$ cat src/rtl/nco_sweep_ctrl.sv
// Frequency-sweep scheduler for the 96 MHz phase-accumulator NCO: steps upr from f_start to f_stop.
// Optional NCO_SWEEP_PHASE_RST_EN adds nco_rst, pulsed whenever upr is loaded with f_start.
module nco_sweep_ctrl #(
  parameter int unsigned       FREQ_W    = 32,
  parameter int unsigned       DWELL_W   = 24,
  parameter logic [FREQ_W-1:0] IDLE_FREQ = FREQ_W'(1000000)
) (
  input  logic               clk,
  input  logic               rst,
  input  logic               cfg_we,
  input  logic [FREQ_W-1:0]  cfg_f_start,
  input  logic [FREQ_W-1:0]  cfg_f_stop,
  input  logic [FREQ_W-1:0]  cfg_f_step,
  input  logic [DWELL_W-1:0] cfg_dwell,
  input  logic               cfg_repeat,
  input  logic               start,
  input  logic               abort,
  output logic [FREQ_W-1:0]  upr,
  output logic               busy,
  output logic               done,
  output logic               wrap,
  output logic [15:0]        hop_cnt
`ifdef NCO_SWEEP_PHASE_RST_EN
  ,
  output logic               nco_rst
`endif
);

  localparam int unsigned HOP_W = 16;

  typedef enum logic [1:0] {S_IDLE, S_DWELL, S_STEP} state_t;

  state_t             state_q, state_d;
  logic [FREQ_W-1:0]  upr_d;
  logic               busy_d, done_d, wrap_d;
  logic [HOP_W-1:0]   hop_d;
  logic [DWELL_W-1:0] dwell_cnt_q, dwell_cnt_d;
  logic [FREQ_W-1:0]  f_start_q, f_start_d, f_stop_q, f_stop_d, f_step_q, f_step_d;
  logic [DWELL_W-1:0] dwell_q, dwell_d;
  logic               repeat_q, repeat_d;
  logic               dir_down_q, dir_down_d;
`ifdef NCO_SWEEP_PHASE_RST_EN
  logic               nco_rst_d;
`endif

  // Config as seen on a start edge: a same-edge cfg_we takes effect immediately
  logic [FREQ_W-1:0]  eff_start, eff_stop;
  logic [DWELL_W-1:0] eff_dwell;

  assign eff_start = cfg_we ? cfg_f_start : f_start_q;
  assign eff_stop  = cfg_we ? cfg_f_stop  : f_stop_q;
  assign eff_dwell = cfg_we ? cfg_dwell   : dwell_q;

  function automatic logic [DWELL_W-1:0] dwell_reload(input logic [DWELL_W-1:0] d);
    return (d == '0) ? '0 : d - DWELL_W'(1);
  endfunction

  // Next point in FREQ_W+1 bits so carry/borrow shows up as overshoot
  logic [FREQ_W:0]   sum_up, diff_dn;
  logic              over_up, over_dn, is_last;
  logic [FREQ_W-1:0] next_freq;

  assign sum_up    = {1'b0, upr} + {1'b0, f_step_q};
  assign diff_dn   = {1'b0, upr} - {1'b0, f_step_q};
  assign over_up   = sum_up[FREQ_W]  || (sum_up[FREQ_W-1:0]  > f_stop_q);
  assign over_dn   = diff_dn[FREQ_W] || (diff_dn[FREQ_W-1:0] < f_stop_q);
  assign next_freq = dir_down_q ? (over_dn ? f_stop_q : diff_dn[FREQ_W-1:0])
                                : (over_up ? f_stop_q : sum_up[FREQ_W-1:0]);
  assign is_last   = (upr == f_stop_q) || (f_step_q == '0);

  always_comb begin
    state_d     = state_q;
    upr_d       = upr;
    busy_d      = busy;
    done_d      = 1'b0;
    wrap_d      = 1'b0;
    hop_d       = hop_cnt;
    dwell_cnt_d = dwell_cnt_q;
    f_start_d   = f_start_q;
    f_stop_d    = f_stop_q;
    f_step_d    = f_step_q;
    dwell_d     = dwell_q;
    repeat_d    = repeat_q;
    dir_down_d  = dir_down_q;
`ifdef NCO_SWEEP_PHASE_RST_EN
    nco_rst_d   = 1'b0;
`endif

    case (state_q)
      S_IDLE: begin
        if (cfg_we) begin
          f_start_d = cfg_f_start;
          f_stop_d  = cfg_f_stop;
          f_step_d  = cfg_f_step;
          dwell_d   = cfg_dwell;
          repeat_d  = cfg_repeat;
        end
        if (start && !abort) begin
          state_d     = S_DWELL;
          upr_d       = eff_start;
          hop_d       = '0;
          dwell_cnt_d = dwell_reload(eff_dwell);
          busy_d      = 1'b1;
          dir_down_d  = (eff_stop < eff_start);
`ifdef NCO_SWEEP_PHASE_RST_EN
          nco_rst_d   = 1'b1;
`endif
        end
      end

      S_DWELL: begin
        if (abort) begin
          state_d = S_IDLE;
          busy_d  = 1'b0;
        end else if (dwell_cnt_q == '0) begin
          // A single-shot sweep ends straight from the final dwell, without a STEP cycle
          if (is_last && !repeat_q) begin
            state_d = S_IDLE;
            busy_d  = 1'b0;
            done_d  = 1'b1;
          end else begin
            state_d = S_STEP;
          end
        end else begin
          dwell_cnt_d = dwell_cnt_q - DWELL_W'(1);
        end
      end

      S_STEP: begin
        if (abort) begin
          state_d = S_IDLE;
          busy_d  = 1'b0;
        end else if (is_last) begin
          if (repeat_q) begin
            state_d     = S_DWELL;
            wrap_d      = 1'b1;
            upr_d       = f_start_q;
            hop_d       = '0;
            dwell_cnt_d = dwell_reload(dwell_q);
`ifdef NCO_SWEEP_PHASE_RST_EN
            nco_rst_d   = 1'b1;
`endif
          end else begin
            state_d = S_IDLE;
            busy_d  = 1'b0;
            done_d  = 1'b1;
          end
        end else begin
          state_d     = S_DWELL;
          upr_d       = next_freq;
          hop_d       = (hop_cnt == '1) ? hop_cnt : hop_cnt + HOP_W'(1);
          dwell_cnt_d = dwell_reload(dwell_q);
        end
      end

      default: begin
        state_d = S_IDLE;
        busy_d  = 1'b0;
      end
    endcase
  end

  always_ff @(posedge clk) begin
    if (rst) begin
      state_q     <= S_IDLE;
      upr         <= IDLE_FREQ;
      busy        <= 1'b0;
      done        <= 1'b0;
      wrap        <= 1'b0;
      hop_cnt     <= '0;
      dwell_cnt_q <= '0;
      f_start_q   <= IDLE_FREQ;
      f_stop_q    <= IDLE_FREQ;
      f_step_q    <= '0;
      dwell_q     <= DWELL_W'(1);
      repeat_q    <= 1'b0;
      dir_down_q  <= 1'b0;
`ifdef NCO_SWEEP_PHASE_RST_EN
      nco_rst     <= 1'b0;
`endif
    end else begin
      state_q     <= state_d;
      upr         <= upr_d;
      busy        <= busy_d;
      done        <= done_d;
      wrap        <= wrap_d;
      hop_cnt     <= hop_d;
      dwell_cnt_q <= dwell_cnt_d;
      f_start_q   <= f_start_d;
      f_stop_q    <= f_stop_d;
      f_step_q    <= f_step_d;
      dwell_q     <= dwell_d;
      repeat_q    <= repeat_d;
      dir_down_q  <= dir_down_d;
`ifdef NCO_SWEEP_PHASE_RST_EN
      nco_rst     <= nco_rst_d;
`endif
    end
  end

endmodule
$ cat config.mk
export PLATFORM = sky130hd
export DESIGN_NAME = nco_sweep_ctrl
export DESIGN_NICKNAME = d
export VERILOG_FILES = /design/src/rtl/nco_sweep_ctrl.sv
export SDC_FILE = /design/constraint.sdc
export NUM_CORES = 1
export LEC_CHECK = 0
export CAP_MARGIN = 5
export CELL_PAD_IN_SITES_DETAIL_PLACEMENT = 1
export CELL_PAD_IN_SITES_GLOBAL_PLACEMENT = 2
export CORE_ASPECT_RATIO = 2
export CORE_MARGIN = 4
export CORE_UTILIZATION = 30
export DETAILED_ROUTE_END_ITERATION = 8
export PLACE_DENSITY = 0.83
export SYNTH_ARGS = -nofsm -noshare
export SYNTH_HDL_FRONTEND = slang
export SYNTH_SLANG_ARGS = --single-unit
$ cat constraint.sdc
create_clock -name clk -period 11.5 [get_ports clk]
set_input_delay 2.3 -clock clk [delete_from_list [all_inputs] [get_ports clk]]
set_output_delay 2.3 -clock clk [all_outputs]
set_load 0.01 [all_outputs]
==> impl_results.md <==
- Top-area cell type share of the netlist area: 23.25%
- Max transition margin: a little over a fifth
- Nets: 2,699
- Post-route ant nets: 0
- Core Area: around 56,000 um2
- Die H: roughly 350 um
- Status: completed
- Root Driver: clkbuf_16
- Largest net degree at the start of global routing: 75
- Leakage: about 7.6 nW
- Crit path to: upr[26]
- Total CTS buffers: 17
- Sw power: 0.001505 W
- 1st-iter DRT viols: 946
- Post-synth EDFFs: 0
- CTS tree: done
- Max FO, Critical Path: 14
- Worst clock skew: around 0.013 ns
- Placed cell count: approximately 3,100
- Detailed-route DRC error count: 0
- Vias: roughly 18,000
- Clk pwr share: approximately a fifth
- WP data required: around 12 ns
- Final setup violation count: 0
- Yosys cell types: 93
- Gr ovfl total: 0
- DRT Pass-1 Iters: 5
- # port buffers: 176
- Syn. warnings: 0
- Hold Path Class: reg2reg
- R2R Path End: upr[26]
- Power Internal: around 0.0017 W
- DIE AREA: roughly 61,000 um2
- Die Wd: roughly 180 um
- Mapped Area: 17,140 um2
- Post-CTS setup repair buffer count: 0
- Initial Util: between 30 and 40%
- Async SR Flop Fraction: 0%
- Filler cell count: approximately 7,000
- CTS Buffer Depth: 2
- Measured slew at the worst slew-check pin: between 1 and 1.5 ns
- DP HPWL: ~62,000 um
- Sw Ratio: a little under half
- Final critical-path required period: 6.972 ns
- Wire length per cell: approximately 24 um
- RSZ-0062 raised after global routing: no
- Setup TNS: 0 ns
- Resize count post-CTS: 0
- R2r worst-path depth: 20
- Period utilization: around 60%
- Post-Syn Area per Cell: ~7.4 um2
- Top-level I/O count: 177
- Layout cell share with drive strength beyond 1: 4.096%
- Setup crit end kind: register
- Sink Count: between 150 and 200
- Vias per cell: approximately 5.6
- Leading area contributor after synthesis: dfxtp_1
- Logic pwr share: around 52%
- PwrDens: around 160 nW/um2
- Post-route insts no fill: around 3,200
- Crit. Startpoint: f_step_q[7]
- Antenna cell count: 0
- Seq/Total Area, Yosys: 23.25%
- Multi-input gate area: 12,170 um2
- Achievable Freq: about 140 MHz
- Cells after synthesis: between 2,000 and 2,500
- Clock Pin Slew Worst Setup and Hold Paths: around 0.080 ns
- Synth Net Count: around 2,600
- Total length of routed wires: 75,580 um
- Startpoint types: register
- CP Class: reg2reg
- Initial antenna violation count: 0
- H-Tree Depth: 4
- Reg2reg start: f_step_q[7]
- Top_reg_cell synth: dfxtp_1
- Fin. Hold Viols: 0
- Synth Register Bits: 199
- CTS Hold Buffers Added: 0
- Pins Over Slew Limit: 0
- Synth top area cells: dfxtp_1 (23%), ha_1 (12%), nand2_1 (8.3%)
- Max-cap viol count: 0
- Row Count: around 120
- Reg area: 3984 um2
- Seq pwr share: 27.5%
- Peak supply drop: 0.1288 mV
- Worst-Skew Late Latency: 0.47 ns
- Setup slack, reg-to-reg: 4.53 ns
- Area Growth Syn to Fin: 17.17%
- First-pass GRT wire length: around 110,000 um
- Routability Congestion: about 0.96
- Number of global-route vias before repair: roughly 19,000
- GRT Overall Usage: between 20% and 30%
- WP data arrival: 7.35 ns
## logic make-up after synthesis
family          count (synthesis)  synth area share [%]
compound gates                638                 23.93
xor+xnor                      166                 8.484
fa+ha+maj                     169                 12.43
buf+inv                       252                 5.929
flops                         199                 23.25
mux                            62                 3.629
simple gates                  837                 22.35
## layer usage
layer,wire length (um),track usage [%],share of wire [%],up-vias
met2,40440,45.83,54,408
met1,27430,24.30,36,8694
li1,-,-,-,8427
met5,0,0,0,-
met3,2089,2.314,2.8,157
met4,5621,15.95,7.4,0
## placed cells by master (no fill, tap or decap), types with 35 or more instances in the layout
cell             synthesis  final
o21ai_0                125    124
a211oi_1                42     42
nor2_1                 184    184
xor2_1                  38     38
ha_1                   167    167
nor3_1                  57     57
a21oi_1                218    217
dfxtp_1                199    199
mux2i_1                 61     61
inv_1                  109    109
clkdlybuf4s50_1          0    174
xnor2_1                128    128
nand3_1                 35     35
nand2_1                380    379
## critical path, stage by stage (launching register included)
cell and delay (ns):
dfxtp_1 0.38, inv_1 0.06, ha_1 0.59, nor2b_1 0.19
a2111oi_0 0.90, o2111ai_1 0.46, nand3_1 0.37, a21boi_1 0.19
o2111ai_1 0.29, a21o_1 0.19, nand2_1 0.09, ha_1 0.31
nand4_1 0.18, nor4_1 0.55, a22oi_1 0.18, o211ai_1 0.17
o22a_1 0.35, nor3_1 0.11, nor2_1 0.80, a221oi_1 0.19
a221oi_1 0.33
## layout make-up
class | count | share of cell area, %
multi-input cells | 1872 | 60.62
flip-flops and latches | 199 | 19.84
repair buffers | 201 | 9.721
well taps | 750 | 4.673
clock buffers | 22 | 2.312
inverters | 113 | 2.112
clock inverters | 10 | 0.7228
## how the worst min path moves through the flow
stage / from / end / slack (ns) / depth (start not counted)
final: f_start_q[25] / f_start_q[25] / 0.48 / 2
after CTS: f_start_q[28] / f_start_q[28] / 0.48 / 2
after global routing: f_start_q[15] / f_start_q[15] / 0.51 / 2
after floorplan: f_start_q[15] / f_start_q[15] / 0.44 / 2
after global placement: f_start_q[25] / f_start_q[25] / 0.45 / 2
after detailed placement: f_start_q[28] / f_start_q[28] / 0.47 / 2
## state kept, by name (all words and copies together) (netlist names)
signal	count
f_start_q	32
f_step_q	32
f_stop_q	32
upr	32
dwell_cnt_q	24
dwell_q	24
hop_cnt	16
state_q	2
busy	1
dir_down_q	1
done	1
repeat_q	1
wrap	1
## cells in the mapped netlist, drive strengths merged (4+ instances only)
master and number:
a2111oi 4, a211oi 43, a21o 24, a21oi 219, a221oi 22, a22oi 27, a311oi 8, a31oi 11
and2 5, and3 14, and4 4, buf 51, clkbuf 88, dfxtp 199, ha 167, inv 112
mux2i 61, nand2 380, nand2b 14, nand3 35, nand3b 7, nand4 35, nor2 184, nor2b 15
nor3 60, nor3b 11, nor4 34, o2111ai 4, o211ai 23, o21a 14, o21ai 132, o221ai 18
o22ai 26, o311a 4, o311ai 6, o31a 4, o31ai 18, o41ai 5, or2 11, or3 12
or4 7, xnor2 128, xor2 38
## power groups by stage
stage	combinational, W	sequential, W	clock (W)
after floorplan	0.00113	0.000866	0
after global placement	0.00165	0.000902	0
after detailed placement	0.00168	0.000908	0
after CTS	0.00170	0.000893	0.000682
after global routing	0.00186	0.000908	0.000702
final	0.00170	0.000894	0.000663
## through the flow
| stage | cell area, um2 | util, % | total power (W) | hold slack (ns) | setup slack, ns |
|---|---|---|---|---|---|
| 6_report | 20080 | 35.55 | 0.003252 | 0.4775 | 4.528 |
| 3_5_place_dp | 19470 | 34.47 | 0.002593 | 0.4657 | 4.533 |
| 5_1_grt | 20080 | 35.55 | 0.003467 | 0.5059 | 4.277 |
| 4_1_cts | 20080 | 35.55 | 0.003271 | 0.4791 | 4.440 |
| 2_1_floorplan | 17140 | - | 0.001997 | 0.4441 | 5.639 |
| 3_3_place_gp | 19470 | 34.47 | 0.002553 | 0.4540 | 4.673 |
No activity file was read; power rests on OpenSTA's default activity.
